===== src/rtl/board_pkg.sv =====
// Shared board-memory definitions: geometry, piece codes, arbiter client
// select codes and the scan reader state encoding.
package board_pkg;

    localparam int BOARD_ADDR_W = 6;
    localparam int PIECE_W      = 4;
    localparam int NUM_SQUARES  = 64;

    localparam logic [PIECE_W-1:0] PIECE_EMPTY    = 4'd0;
    localparam logic [PIECE_W-1:0] PIECE_W_PAWN   = 4'd1;
    localparam logic [PIECE_W-1:0] PIECE_W_KNIGHT = 4'd2;
    localparam logic [PIECE_W-1:0] PIECE_W_BISHOP = 4'd3;
    localparam logic [PIECE_W-1:0] PIECE_W_ROOK   = 4'd4;
    localparam logic [PIECE_W-1:0] PIECE_W_QUEEN  = 4'd5;
    localparam logic [PIECE_W-1:0] PIECE_W_KING   = 4'd6;
    localparam logic [PIECE_W-1:0] PIECE_B_PAWN   = 4'd9;
    localparam logic [PIECE_W-1:0] PIECE_B_KNIGHT = 4'd10;
    localparam logic [PIECE_W-1:0] PIECE_B_BISHOP = 4'd11;
    localparam logic [PIECE_W-1:0] PIECE_B_ROOK   = 4'd12;
    localparam logic [PIECE_W-1:0] PIECE_B_QUEEN  = 4'd13;
    localparam logic [PIECE_W-1:0] PIECE_B_KING   = 4'd14;

    localparam logic [1:0] SEL_CONTROL   = 2'd0;
    localparam logic [1:0] SEL_VALIDATOR = 2'd1;
    localparam logic [1:0] SEL_DATAPATH  = 2'd2;
    localparam logic [1:0] SEL_VIEW      = 2'd3;

    typedef enum logic [2:0] {
        SCAN_IDLE,
        SCAN_REQ,
        SCAN_WAIT,
        SCAN_OUT,
        SCAN_DONE
    } scan_state_e;

    function automatic logic [BOARD_ADDR_W-1:0] square_addr(
        input logic [2:0] x,
        input logic [2:0] y
    );
        return {y, x};
    endfunction

endpackage


===== src/rtl/board_read_port.sv =====
// Grant-and-latency handshake for one arbitrated client of the board RAM.
// The owner raises go while requesting and hold while the read is in flight.
module board_read_port
    import board_pkg::*;
#(
    parameter int READ_LATENCY = 1
) (
    input  logic                    clk,
    input  logic                    reset,
    input  logic                    go,
    input  logic                    hold,
    input  logic [BOARD_ADDR_W-1:0] addr,
    input  logic                    mem_grant,
    input  logic [PIECE_W-1:0]      mem_data,
    output logic [BOARD_ADDR_W-1:0] mem_address,
    output logic                    issue,
    output logic [PIECE_W-1:0]      data,
    output logic                    data_valid,
    output logic                    retry
);

    localparam int LAT_W = $clog2(READ_LATENCY + 1);

    logic [LAT_W-1:0] lat_q, lat_d;

    always_comb begin
        mem_address = addr;
        data        = mem_data;
        issue       = go & mem_grant;
        retry       = hold & ~mem_grant;
        // Data is only trusted if the port stayed ours for the whole read.
        data_valid  = hold & mem_grant & (lat_q == LAT_W'(1));
        lat_d       = lat_q;
        if (issue) begin
            lat_d = LAT_W'(READ_LATENCY);
        end else if (hold && mem_grant && lat_q != '0) begin
            lat_d = lat_q - LAT_W'(1);
        end
    end

    always_ff @(posedge clk) begin
        if (reset) begin
            lat_q <= '0;
        end else begin
            lat_q <= lat_d;
        end
    end

endmodule


===== src/rtl/board_scan_reader.sv =====
// View client of the board RAM: sweeps all squares in order and streams
// (x, y, piece) records to the renderer under valid/ready backpressure.
module board_scan_reader
    import board_pkg::*;
#(
    parameter int READ_LATENCY = 1
) (
    input  logic                    clk,
    input  logic                    reset,
    input  logic                    start,
    input  logic                    abort,
    output logic                    busy,
    output logic                    done,
    output logic                    mem_req,
    input  logic                    mem_grant,
    output logic [BOARD_ADDR_W-1:0] mem_address,
    input  logic [PIECE_W-1:0]      mem_data,
    output logic                    out_valid,
    input  logic                    out_ready,
    output logic [2:0]              out_x,
    output logic [2:0]              out_y,
    output logic [PIECE_W-1:0]      out_piece
);

    scan_state_e             state_q, state_d;
    logic [BOARD_ADDR_W-1:0] cnt_q, cnt_d;
    logic                    busy_q, busy_d;
    logic                    done_q, done_d;
    logic                    req_q, req_d;
    logic                    valid_q, valid_d;
    logic [2:0]              x_q, x_d;
    logic [2:0]              y_q, y_d;
    logic [PIECE_W-1:0]      piece_q, piece_d;

    logic               rd_go, rd_hold;
    logic               rd_issue, rd_valid, rd_retry;
    logic [PIECE_W-1:0] rd_data;

    assign rd_go   = (state_q == SCAN_REQ);
    assign rd_hold = (state_q == SCAN_WAIT);

    board_read_port #(
        .READ_LATENCY(READ_LATENCY)
    ) u_port (
        .clk        (clk),
        .reset      (reset),
        .go         (rd_go),
        .hold       (rd_hold),
        .addr       (cnt_q),
        .mem_grant  (mem_grant),
        .mem_data   (mem_data),
        .mem_address(mem_address),
        .issue      (rd_issue),
        .data       (rd_data),
        .data_valid (rd_valid),
        .retry      (rd_retry)
    );

    always_comb begin
        state_d = state_q;
        cnt_d   = cnt_q;
        busy_d  = busy_q;
        done_d  = 1'b0;
        valid_d = valid_q;
        x_d     = x_q;
        y_d     = y_q;
        piece_d = piece_q;
        if (abort && state_q != SCAN_IDLE) begin
            state_d = SCAN_IDLE;
            busy_d  = 1'b0;
            valid_d = 1'b0;
        end else begin
            unique case (state_q)
                SCAN_IDLE: begin
                    if (start && !abort) begin
                        cnt_d   = '0;
                        busy_d  = 1'b1;
                        state_d = SCAN_REQ;
                    end
                end
                SCAN_REQ: begin
                    if (rd_issue) state_d = SCAN_WAIT;
                end
                SCAN_WAIT: begin
                    if (rd_retry) begin
                        state_d = SCAN_REQ;
                    end else if (rd_valid) begin
                        piece_d = rd_data;
                        x_d     = cnt_q[2:0];
                        y_d     = cnt_q[5:3];
                        valid_d = 1'b1;
                        state_d = SCAN_OUT;
                    end
                end
                SCAN_OUT: begin
                    if (out_ready) begin
                        valid_d = 1'b0;
                        if (cnt_q == BOARD_ADDR_W'(NUM_SQUARES - 1)) begin
                            done_d  = 1'b1;
                            busy_d  = 1'b0;
                            state_d = SCAN_DONE;
                        end else begin
                            cnt_d   = cnt_q + BOARD_ADDR_W'(1);
                            state_d = SCAN_REQ;
                        end
                    end
                end
                SCAN_DONE: state_d = SCAN_IDLE;
                default:   state_d = SCAN_IDLE;
            endcase
        end
        // The port is released while the consumer stalls in OUT.
        req_d = (state_d == SCAN_REQ) || (state_d == SCAN_WAIT);
    end

    always_ff @(posedge clk) begin
        if (reset) begin
            state_q <= SCAN_IDLE;
            cnt_q   <= '0;
            busy_q  <= 1'b0;
            done_q  <= 1'b0;
            req_q   <= 1'b0;
            valid_q <= 1'b0;
            x_q     <= '0;
            y_q     <= '0;
            piece_q <= '0;
        end else begin
            state_q <= state_d;
            cnt_q   <= cnt_d;
            busy_q  <= busy_d;
            done_q  <= done_d;
            req_q   <= req_d;
            valid_q <= valid_d;
            x_q     <= x_d;
            y_q     <= y_d;
            piece_q <= piece_d;
        end
    end

    assign busy      = busy_q;
    assign done      = done_q;
    assign mem_req   = req_q;
    assign out_valid = valid_q;
    assign out_x     = x_q;
    assign out_y     = y_q;
    assign out_piece = piece_q;

endmodule


===== config.mk =====
export PLATFORM = sky130hd
export DESIGN_NAME = board_scan_reader
export DESIGN_NICKNAME = d
export VERILOG_FILES = /design/src/rtl/board_pkg.sv /design/src/rtl/board_read_port.sv /design/src/rtl/board_scan_reader.sv
export SDC_FILE = /design/constraint.sdc
export NUM_CORES = 1
export LEC_CHECK = 0
export CORE_AREA = 2 2 53 55
export DETAILED_ROUTE_END_ITERATION = 7
export DIE_AREA = 0 0 55 57
export HOLD_SLACK_MARGIN = 0.15
export PLACE_DENSITY = 0.76
export SYNTH_ARGS = -nofsm -noshare
export SYNTH_HDL_FRONTEND = slang
export SYNTH_HIERARCHICAL = 1
export SYNTH_SLANG_ARGS = --single-unit

===== constraint.sdc =====
create_clock -name clk -period 2.15 [get_ports clk]
set_input_delay 0.645 -clock clk [delete_from_list [all_inputs] [get_ports clk]]
set_output_delay 0.645 -clock clk [all_outputs]
set_load 0.01 [all_outputs]

Word-level counts from Yosys, hierarchy flattened --
Index checks and enable logic that the tools add are counted.
Word-level totals: register bits 24, output and inout port bits 20, logic and storage cells 73
Operators by class: add/subtract/negate cells 2, eq/ne operators 12, muxes and demuxes 23, bitwise gates (word level) 9, reduce and logical (&&, ||, !) cells 17
Operator list (number):
- $mux 3 | 7
- $mux 6 | 3
- $ne 2x2->1 const B | 6
- $pmux 3 s4 | 1
- $pmux 6 s2 | 1
- $reduce_and 4->1 | 3
- $eq 3x2->1 const B | 3
- $mux 1 | 9
- $add 6x1->6 const B | 1
- $eq 3x1->1 const B | 2
- $eq 6x6->1 const B | 1
- $reduce_bool 2->1 | 3
- $not 1->1 | 5
- $reduce_and 5->1 | 1
- $and 1x1->1 | 4
- $logic_and 1x1->1 | 4
- $pmux 1 s2 | 2
- $reduce_or 4->1 | 1
- $logic_not 3->1 | 1
- $reduce_bool 3->1 | 1
- $reduce_or 2->1 | 1
- $logic_not 1->1 | 1
- $logic_or 1x1->1 | 1
- $sub 1x1->1 const B | 1

Longest topological paths before layout --
Gate-level depths: netlist (run 1).
word-level depth 9, mapped depth 8

Hierarchy --
The synthesis (run 1) kept the hierarchy.
Modules (own cells, without submodules):
- board_scan_reader | instances 1, cells each 109, area each 1033.5 sq um
- board_read_port | instances 1, cells each 16, area each 137.6 sq um

Worst setup path after synthesis (run 1) --
No wires, ideal clock.
path type reg2reg, start point register state_q[0], end point register req_q, in the netlist mem_req, library setup time 121 ps, arrival time 1699 ps, data required time 2029 ps, setup slack 330 ps, stages on the path, launching flop included 9, period minus slack after synthesis 1820 ps, path through dfxtp_1 > buf_4 > nor3b_1 > and3_2 > o21ai_0 > or2_2 > a21oi_1 > nor3_1 > mux2_2
On the way: longest elaborated chain between the ends 9
RTL lines:
- from (decl) | line board_scan_reader.sv:25 | scan_state_e state_q, state_d;
- from (signal assigned) | line board_scan_reader.sv:128 | state_q <= state_d;
- $eq 3x2->1 * | line board_scan_reader.sv:40 | assign rd_hold = (state_q == SCAN_WAIT);
- named net rd_hold | line board_scan_reader.sv:35 | logic rd_go, rd_hold;
- $and 1x1->1 * (2 in a row) | line board_read_port.sv:32 | data_valid = hold & mem_grant & (lat_q == LAT_W'(1));
- named net rd_valid | line board_scan_reader.sv:36 | logic rd_issue, rd_valid, rd_retry;
- $mux 3 * | line board_scan_reader.sv:87 | end else if (rd_valid) begin
- $mux 3 * | line board_scan_reader.sv:85 | if (rd_retry) begin
- $pmux 3 s4 * | line board_scan_reader.sv:73 | unique case (state_q)
- $mux 3 * | line board_scan_reader.sv:68 | if (abort && state_q != SCAN_IDLE) begin
- $eq 3x1->1 / $eq 3x2->1 (equally long branches) | line board_scan_reader.sv:113 | req_d = (state_d == SCAN_REQ) || (state_d == SCAN_WAIT);
- $logic_or 1x1->1 * | line board_scan_reader.sv:113
- to (signal assigned) | line board_scan_reader.sv:132 | req_q <= req_d;
- to (decl) | line board_scan_reader.sv:29 | logic req_q, req_d;
Mark *: on every way through the listed nets, which the timed path passes. The rest lies on a longest branch. A chain may end at the register's enable or synchronous reset.

Final worst setup path (run 1) --
start point input mem_grant, end point register req_q, in the netlist mem_req
RTL lines:
- from (decl) | line board_scan_reader.sv:15 | input logic mem_grant,
- $not 1->1 * | line board_read_port.sv:30 | retry = hold & ~mem_grant;
- $and 1x1->1 * | line board_read_port.sv:30
- named net rd_retry | line board_scan_reader.sv:36
- $mux 3 * | line board_scan_reader.sv:85
- $pmux 3 s4 * | line board_scan_reader.sv:73
- $mux 3 * | line board_scan_reader.sv:68
- $eq 3x1->1 / $eq 3x2->1 (equally long branches) | line board_scan_reader.sv:113
- $logic_or 1x1->1 * | line board_scan_reader.sv:113
Marks and branches as above.

==> impl_summary.log, run 1 <==
INFO  metric htree_levels = 1
INFO  metric status = completed
INFO  metric leakage = 0.6447 nW
INFO  metric setup-violations-final = 0
INFO  metric dominantRegCellSynth = sky130_fd_sc_hd__dfxtp_1
INFO  metric fp.dieH = 57 um
INFO  metric synthToLayoutAreaGrowth = 34.30%
INFO  metric routedWlPerCell = 13.01 um
INFO  metric cpMaxStageDelayCell = sky130_fd_sc_hd__clkdlybuf4s50_1
INFO  metric design.core.area = 2615 um^2
INFO  metric synthesis.yosys.warnings = 6
INFO  metric tritoncts_num_sinks = 24
INFO  metric tritoncts = yes
INFO  metric fp-row-count = 19
INFO  metric final_util = 0.6014
INFO  metric starting_density = 0.4478
INFO  metric design.die.area = 3135 um^2
INFO  metric largest_net_degree_at_the_start_of_global_routing = 15
INFO  metric reg_clk_slew_reported_paths = 0.13 ns
INFO  metric grt_antenna_before_repair = 0
INFO  metric cap_viol_max_count = 0
INFO  metric place_worst_setup_slack = -0.3488 ns
INFO  metric ctsResizeCount = 0
INFO  metric finalHoldViolCount = 0
INFO  metric synth-edff-count = 0
INFO  metric rsz0062_at_grt = false
INFO  metric slew_headroom = 0.7426
INFO  metric hpwlAfterDp = 1.828 mm
INFO  metric fin_hold_ws = 0.4652 ns
INFO  metric yosysTopAreaCell = sky130_fd_sc_hd__dfxtp_1
INFO  metric vdd_drop_max = 512.6 uV
INFO  metric routed_wl = 2.446 mm
INFO  metric cp_cell_sequence = clkdlybuf4s50_1 -> and2b_2 -> o21ai_0 -> or2_2 -> a21oi_1 -> nor3_2 -> mux2_2
INFO  metric final_nets = 169
INFO  metric syn_nets = 136
INFO  metric aggregate_global_route_resource_usage = 0.1807
INFO  metric detail_route.iter0.violations = 21
INFO  metric antennaDiodeCount = 0
INFO  metric netlist_top_cells_area = sky130_fd_sc_hd__dfxtp_1, sky130_fd_sc_hd__mux2i_1, sky130_fd_sc_hd__buf_4
INFO  metric num_cts_buffers = 3
INFO  metric placed_cell_area = 1505 um^2
INFO  metric timing.hold.worst.class = register to register
INFO  metric criticalPathCategory = input port to register
INFO  metric finalNonFillerCells = 188
INFO  metric cts_setup_buffers = 0
INFO  metric path_max_fanout = 4
INFO  metric fin_crit_sh = 0.9668
INFO  metric dr.pass1.iters = 4
INFO  metric seq_area_frac_synth = 0.4103
INFO  metric cts_hold_buffers_added = 0
INFO  metric worstPathRequired = 2.37 ns
INFO  metric nFillCells = 244
INFO  metric port-buffer-count = 29
INFO  metric worst-path-buf-inv = 1
INFO  metric drive_above_1_share = 0.1911
INFO  metric netlist_area = 1171 um^2
INFO  metric finClkSkew = 0.002276 ns
INFO  metric synth_cell_type_count = 36
INFO  metric gr-total-overflow = 0
INFO  metric ys_seq_elements = 24
INFO  metric worst_slew_pin_slew = 0.3764 ns
INFO  metric synth_top_cell_area_share = 0.4103
INFO  metric gp_congestion = 0.7696
INFO  metric fmax = 481.1 MHz
INFO  metric clkLatencyLatePin = 0.32 ns
INFO  metric ctsRootBufferMaster = sky130_fd_sc_hd__clkbuf_4
INFO  metric totalPowerFinal = 0.8830 mW
INFO  metric route.antenna.remaining_nets = 0
INFO  metric vias = 970
INFO  metric grt_pass1_vias = 1008
INFO  metric worst_setup_end_kind = register
INFO  metric i_o_pin_count = 30
INFO  metric final_period_minus_worst_setup_slack = 2.079 ns
INFO  metric postSynthAreaPerCell = 9.369 um^2
INFO  metric setup_tns = 0 ns
INFO  metric dp.cells = 184
INFO  metric worst-endpoint-arrival = 2.30 ns
INFO  metric post_drt_via_cell_ratio = 5.160
INFO  metric most_used_standard_cell_by_instance_count_after_synthesis = sky130_fd_sc_hd__dfxtp_1
INFO  metric power_density = 561.4 nW/um^2
INFO  metric first_pass_grt_wire_length = 4.105 mm
INFO  metric asyncSetResetFlopFracSynth = 0
INFO  metric worst_path_largest_cell_delay = 0.50 ns
INFO  metric final_area = 1573 um^2
INFO  metric die_w = 55 um
INFO  metric worst_setup_path_start_kind = input port
INFO  metric detail_route.drc_violations = 0
INFO  metric setup_ws_post_layout = 0.07132 ns
INFO  metric timing_max_transition_violations_final = 0
INFO  metric post_synth_inst_count = 125
INFO  metric synth.top_cells.by_count = sky130_fd_sc_hd__dfxtp_1, sky130_fd_sc_hd__nor2_1, sky130_fd_sc_hd__buf_4, sky130_fd_sc_hd__mux2i_1, sky130_fd_sc_hd__a21oi_1
INFO  metric cpLargestDelayFamily = simple AND/OR/NAND/NOR gates
INFO  metric clock_tree.buffer_depth = 2
-- worst reg2reg max path, stage by stage, from the launching register on --
cell and delay [ns]:
sky130_fd_sc_hd__dfxtp_1 0.44, sky130_fd_sc_hd__nor3b_2 0.31, sky130_fd_sc_hd__and3_2 0.23, sky130_fd_sc_hd__o21ai_0 0.08
sky130_fd_sc_hd__or2_2 0.28, sky130_fd_sc_hd__a21oi_1 0.17, sky130_fd_sc_hd__nor3_2 0.07, sky130_fd_sc_hd__mux2_2 0.28
-- state kept, by name (all words and copies together), names as in the netlist --
register	flops
done	1
out_y	3
out_valid	1
out_piece	4
busy	1
u_port/lat_q	1
cnt_q	6
out_x	3
mem_req	1
state_q	3
-- metal layers --
metal,vias to the layer above,track usage,share of wire
li1,485,-,-
met1,449,0.1904,0.40
met2,29,0.3129,0.52
met3,7,0.05759,0.054
met4,0,0.08711,0.026
met5,-,0,0
-- logic make-up after synthesis --
kind of cell,share of synthesized area
flip-flops,0.4103
multiplexers,0.1036
AO/OA/AOI/OAI,0.1026
adder cells (fa/ha/maj),0.01068
AND/OR/NAND/NOR,0.2468
XOR/XNOR,0.02992
buffers and inverters,0.09616
-- placed cells by master (no fill, tap or decap), types with 4 or more instances in the layout --
cell	Yosys	final
sky130_fd_sc_hd__buf_4	12	12
sky130_fd_sc_hd__nand3_1	4	4
sky130_fd_sc_hd__o21ai_0	5	5
sky130_fd_sc_hd__dfxtp_1	24	24
sky130_fd_sc_hd__clkdlybuf4s50_1	0	29
sky130_fd_sc_hd__nor2_1	17	17
sky130_fd_sc_hd__a21oi_1	7	7
sky130_fd_sc_hd__nand2_1	4	4
sky130_fd_sc_hd__mux2i_1	11	11
-- path summary, 6_finish.rpt --
check	from	end	slack, ns	depth (start not counted)
max	mem_grant	mem_req	0.07	7
min	out_valid	out_valid	0.47	2
max reg2reg	state_q[0]	mem_req	0.20	7
min reg2reg	out_valid	out_valid	0.47	2
-- layout make-up --
type / instances / area (um^2) / share of cell area
timing repair buffer: 42 / 400.4 / 0.2546
clock buffer: 3 / 22.52 / 0.01432
clock inverter: 1 / 30.03 / 0.01909
multi-input combinational: 85 / 593.1 / 0.3771
inverter: 2 / 7.507 / 0.004773
tap: 31 / 38.79 / 0.02466
sequential: 24 / 480.5 / 0.3055
-- report_power, final --
group	leakage (nW)	internal, mW	switching [mW]
sequential	0.194	0.454	0.0106
combinational	0.423	0.0551	0.0386
clock	0.0279	0.189	0.137
(Power assumes the default switching activity.)
==> inputs of run 2 (changes only) <==
- SLEW_MARGIN: not set -> 30
==> results of run 2 <==
Same layout as run 1: the final DEF is identical, and so are final timing and power.
==> inputs of run 3 (changes only) <==
- PLACE_DENSITY: 0.76 -> not set
- PLACE_DENSITY_LB_ADDON: not set -> 0.25
- SLEW_MARGIN: 30 -> 20
- TNS_END_PERCENT: not set -> 5
==> run 3 against run 2 <==
Net effect: sequential cell count is the same; maximum frequency shrank 0.87%; clock power is essentially flat; combinational power shrank 1%; non-clock buffer count shrank 1.
==> impl_summary.log, run 3 (synthesized netlist as in run 1, its figures left out) <==
INFO  metric num_cts_buffers = 3 (unchanged)
INFO  metric tritoncts = yes (unchanged)
INFO  metric post_drt_via_cell_ratio = 5.150 (was 5.160)
INFO  metric power_density = 563.0 nW/um^2 (was 561.4 nW/um^2)
INFO  metric detail_route.drc_violations = 0 (unchanged)
INFO  metric synthToLayoutAreaGrowth = 33.23% (was 34.30%)
INFO  metric final_period_minus_worst_setup_slack = 2.097 ns (was 2.079 ns)
INFO  metric rr_startpoint = state_q[0] (unchanged)
INFO  metric criticalPathCategory = input port to register (unchanged)
INFO  metric route.antenna.remaining_nets = 0 (unchanged)
INFO  metric design.die.area = 3135 um^2 (unchanged)
INFO  metric grt_pass1_vias = 964 (was 1008)
INFO  metric vdd_drop_max = 369.6 uV (was 512.6 uV)
INFO  metric fin_crit_sh = 0.9753 (was 0.9668)
INFO  metric r2r.worst_path.cells = 5 (was 7)
INFO  metric tritoncts_num_sinks = 24 (unchanged)
INFO  metric min-delay-start = out_valid (unchanged)
INFO  metric fmax = 476.9 MHz (was 481.1 MHz)
INFO  metric worstPathRequired = 2.39 ns (was 2.37 ns)
INFO  metric cts_setup_buffers = 0 (unchanged)
INFO  metric starting_density = 0.4478 (unchanged)
INFO  metric detail_route.iter0.violations = 10 (was 21)
INFO  metric mostFrequentLayoutCells = sky130_fd_sc_hd__clkdlybuf4s50_1, sky130_fd_sc_hd__dfxtp_1, sky130_fd_sc_hd__nor2_1, sky130_fd_sc_hd__mux2i_1, sky130_fd_sc_hd__buf_4 (was sky130_fd_sc_hd__clkdlybuf4s50_1, sky130_fd_sc_hd__dfxtp_1, sky130_fd_sc_hd__nor2_1, sky130_fd_sc_hd__buf_4, sky130_fd_sc_hd__mux2i_1)
INFO  metric cpLargestDelayFamily = simple AND/OR/NAND/NOR gates (unchanged)
INFO  metric grt_antenna_before_repair = 0 (unchanged)
INFO  metric worst_setup_path_start_kind = input port (unchanged)
INFO  metric routedWlPerCell = 12.96 um (was 13.01 um)
INFO  metric finClkSkew = 0.009695 ns (was 0.002276 ns)
INFO  metric worst-r2r-setup-slack = 0.25 ns (was 0.20 ns)
INFO  metric path_max_fanout = 2 (was 4)
INFO  metric gp_congestion = 0.7470 (was 0.7696)
INFO  metric first_pass_grt_wire_length = 3.939 mm (was 4.105 mm)
INFO  metric whs_path_depth = 2 (unchanged)
INFO  metric i_o_pin_count = 30 (unchanged)
INFO  metric reg_clk_slew_reported_paths = 0.12 ns (was 0.13 ns)
INFO  metric worst_path_largest_cell_delay = 0.53 ns (was 0.50 ns)
INFO  metric gr-total-overflow = 0 (unchanged)
INFO  metric finalHoldViolCount = 0 (unchanged)
INFO  metric cpMaxStageDelayCell = sky130_fd_sc_hd__clkdlybuf4s50_1 (unchanged)
INFO  metric ctsRootBufferMaster = sky130_fd_sc_hd__clkbuf_4 (unchanged)
INFO  metric finalNonFillerCells = 187 (was 188)
INFO  metric final_nets = 168 (was 169)
INFO  metric port-buffer-count = 29 (unchanged)
INFO  metric final_area = 1560 um^2 (was 1573 um^2)
INFO  metric clock_tree.buffer_depth = 2 (unchanged)
INFO  metric timing.rr.end = mem_req (unchanged)
INFO  metric leakage = 0.6398 nW (was 0.6447 nW)
INFO  metric setup-violations-final = 0 (unchanged)
INFO  metric die_w = 55 um (unchanged)
INFO  metric routed_wl = 2.424 mm (was 2.446 mm)
INFO  metric cts_hold_buffers_added = 0 (unchanged)
INFO  metric timing_max_transition_violations_final = 0 (unchanged)
INFO  metric largest_register_ff_count = 6 (unchanged)
INFO  metric ctsResizeCount = 0 (unchanged)
INFO  metric htree_levels = 1 (unchanged)
INFO  metric registers.top_by_ff_count = cnt_q (unchanged)
INFO  metric largest_net_degree_at_the_start_of_global_routing = 15 (unchanged)
INFO  metric timing.hold.worst.class = register to register (unchanged)
INFO  metric worst-path-buf-inv = 1 (unchanged)
INFO  metric timing.hold.worst_endpoint = out_valid (unchanged)
INFO  metric antennaDiodeCount = 0 (unchanged)
INFO  metric worst_slew_pin_slew = 0.3463 ns (was 0.3764 ns)
INFO  metric worst-endpoint-arrival = 2.34 ns (was 2.30 ns)
INFO  metric design.core.area = 2615 um^2 (unchanged)
INFO  metric clkLatencyLatePin = 0.32 ns (about the same)
INFO  metric setup_ws_post_layout = 0.05301 ns (was 0.07132 ns)
INFO  metric fin_hold_ws = 0.4712 ns (was 0.4652 ns)
INFO  metric aggregate_global_route_resource_usage = 0.1700 (was 0.1807)
INFO  metric fp.dieH = 57 um (unchanged)
INFO  metric dr.pass1.iters = 4 (unchanged)
INFO  metric rsz0062_at_grt = false (unchanged)
INFO  metric drive_above_1_share = 0.1795 (was 0.1911)
INFO  metric hpwlAfterDp = 1.855 mm (was 1.828 mm)
INFO  metric status = completed (unchanged)
INFO  metric vias = 963 (was 970)
INFO  metric cp_cell_sequence = clkdlybuf4s50_1 -> nand4b_4 -> a311o_2 -> and2_4 -> or3_1 -> a21oi_1 (was clkdlybuf4s50_1 -> and2b_2 -> o21ai_0 -> or2_2 -> a21oi_1 -> nor3_2 -> mux2_2)
INFO  metric final_util = 0.5967 (was 0.6014)
INFO  metric worst_setup_end_kind = register (unchanged)
INFO  metric slew_headroom = 0.7632 (was 0.7426)
INFO  metric placed_cell_area = 1498 um^2 (was 1505 um^2)
INFO  metric totalPowerFinal = 0.8784 mW (was 0.8830 mW)
INFO  metric cap_viol_max_count = 0 (unchanged)
INFO  metric layout.cells.most_common = sky130_fd_sc_hd__clkdlybuf4s50_1 (unchanged)
INFO  metric place_worst_setup_slack = -0.2777 ns (was -0.3488 ns)
INFO  metric fp-row-count = 19 (unchanged)
INFO  metric setup_tns = 0 ns (unchanged)
INFO  metric dp.cells = 183 (was 184)
==> run 3: power breakdown <==
part | internal (mW) | leakage, nW | total, mW | switching (mW)
Clock | 0.189 | 0.0279 | 0.322 | 0.134
Combinational | 0.0547 | 0.418 | 0.0925 | 0.0378
Sequential | 0.454 | 0.194 | 0.464 | 0.00992
Total | 0.697 | 0.640 | 0.878 | 0.182
==> run 3: worst max-delay path by stage <==
stage	from	end	slack, ns	cells past startpoint
2_1_floorplan	state_q[0]	mem_req	0.33	8
3_3_place_gp	mem_grant	mem_req	-0.23	7
3_5_place_dp	mem_grant	mem_req	-0.28	7
4_1_cts	out_ready	cnt_q[5]	0.06	6
5_1_grt	out_ready	cnt_q[2]	0.02	7
6_report	out_ready	cnt_q[5]	0.05	6
==> run 3: area by class of cell <==
| type | instances | area (um^2) |
|---|---|---|
| fill | 238 | 1055 |
| multi-input combinational | 85 | 588.1 |
| sequential | 24 | 480.5 |
| timing repair buffer | 41 | 392.9 |
| tap | 31 | 38.79 |
| clock inverter | 1 | 30.03 |
| clock buffer | 3 | 22.52 |
| inverter | 2 | 7.507 |
==> run 3: worst register-to-register path, stage by stage (launching register included) <==
cell	delay [ns]
sky130_fd_sc_hd__dfxtp_1	0.56
sky130_fd_sc_hd__nor3b_2	0.12
sky130_fd_sc_hd__and2b_2	0.22
sky130_fd_sc_hd__or3b_2	0.46
sky130_fd_sc_hd__a211oi_1	0.31
sky130_fd_sc_hd__mux2_2	0.20
==> run 3: per-layer routing <==
metal  GRT usage  share of wire
met5           0              0
met2      0.3231           0.54
met3     0.02618          0.028
met4     0.06272          0.017
met1      0.1780           0.41
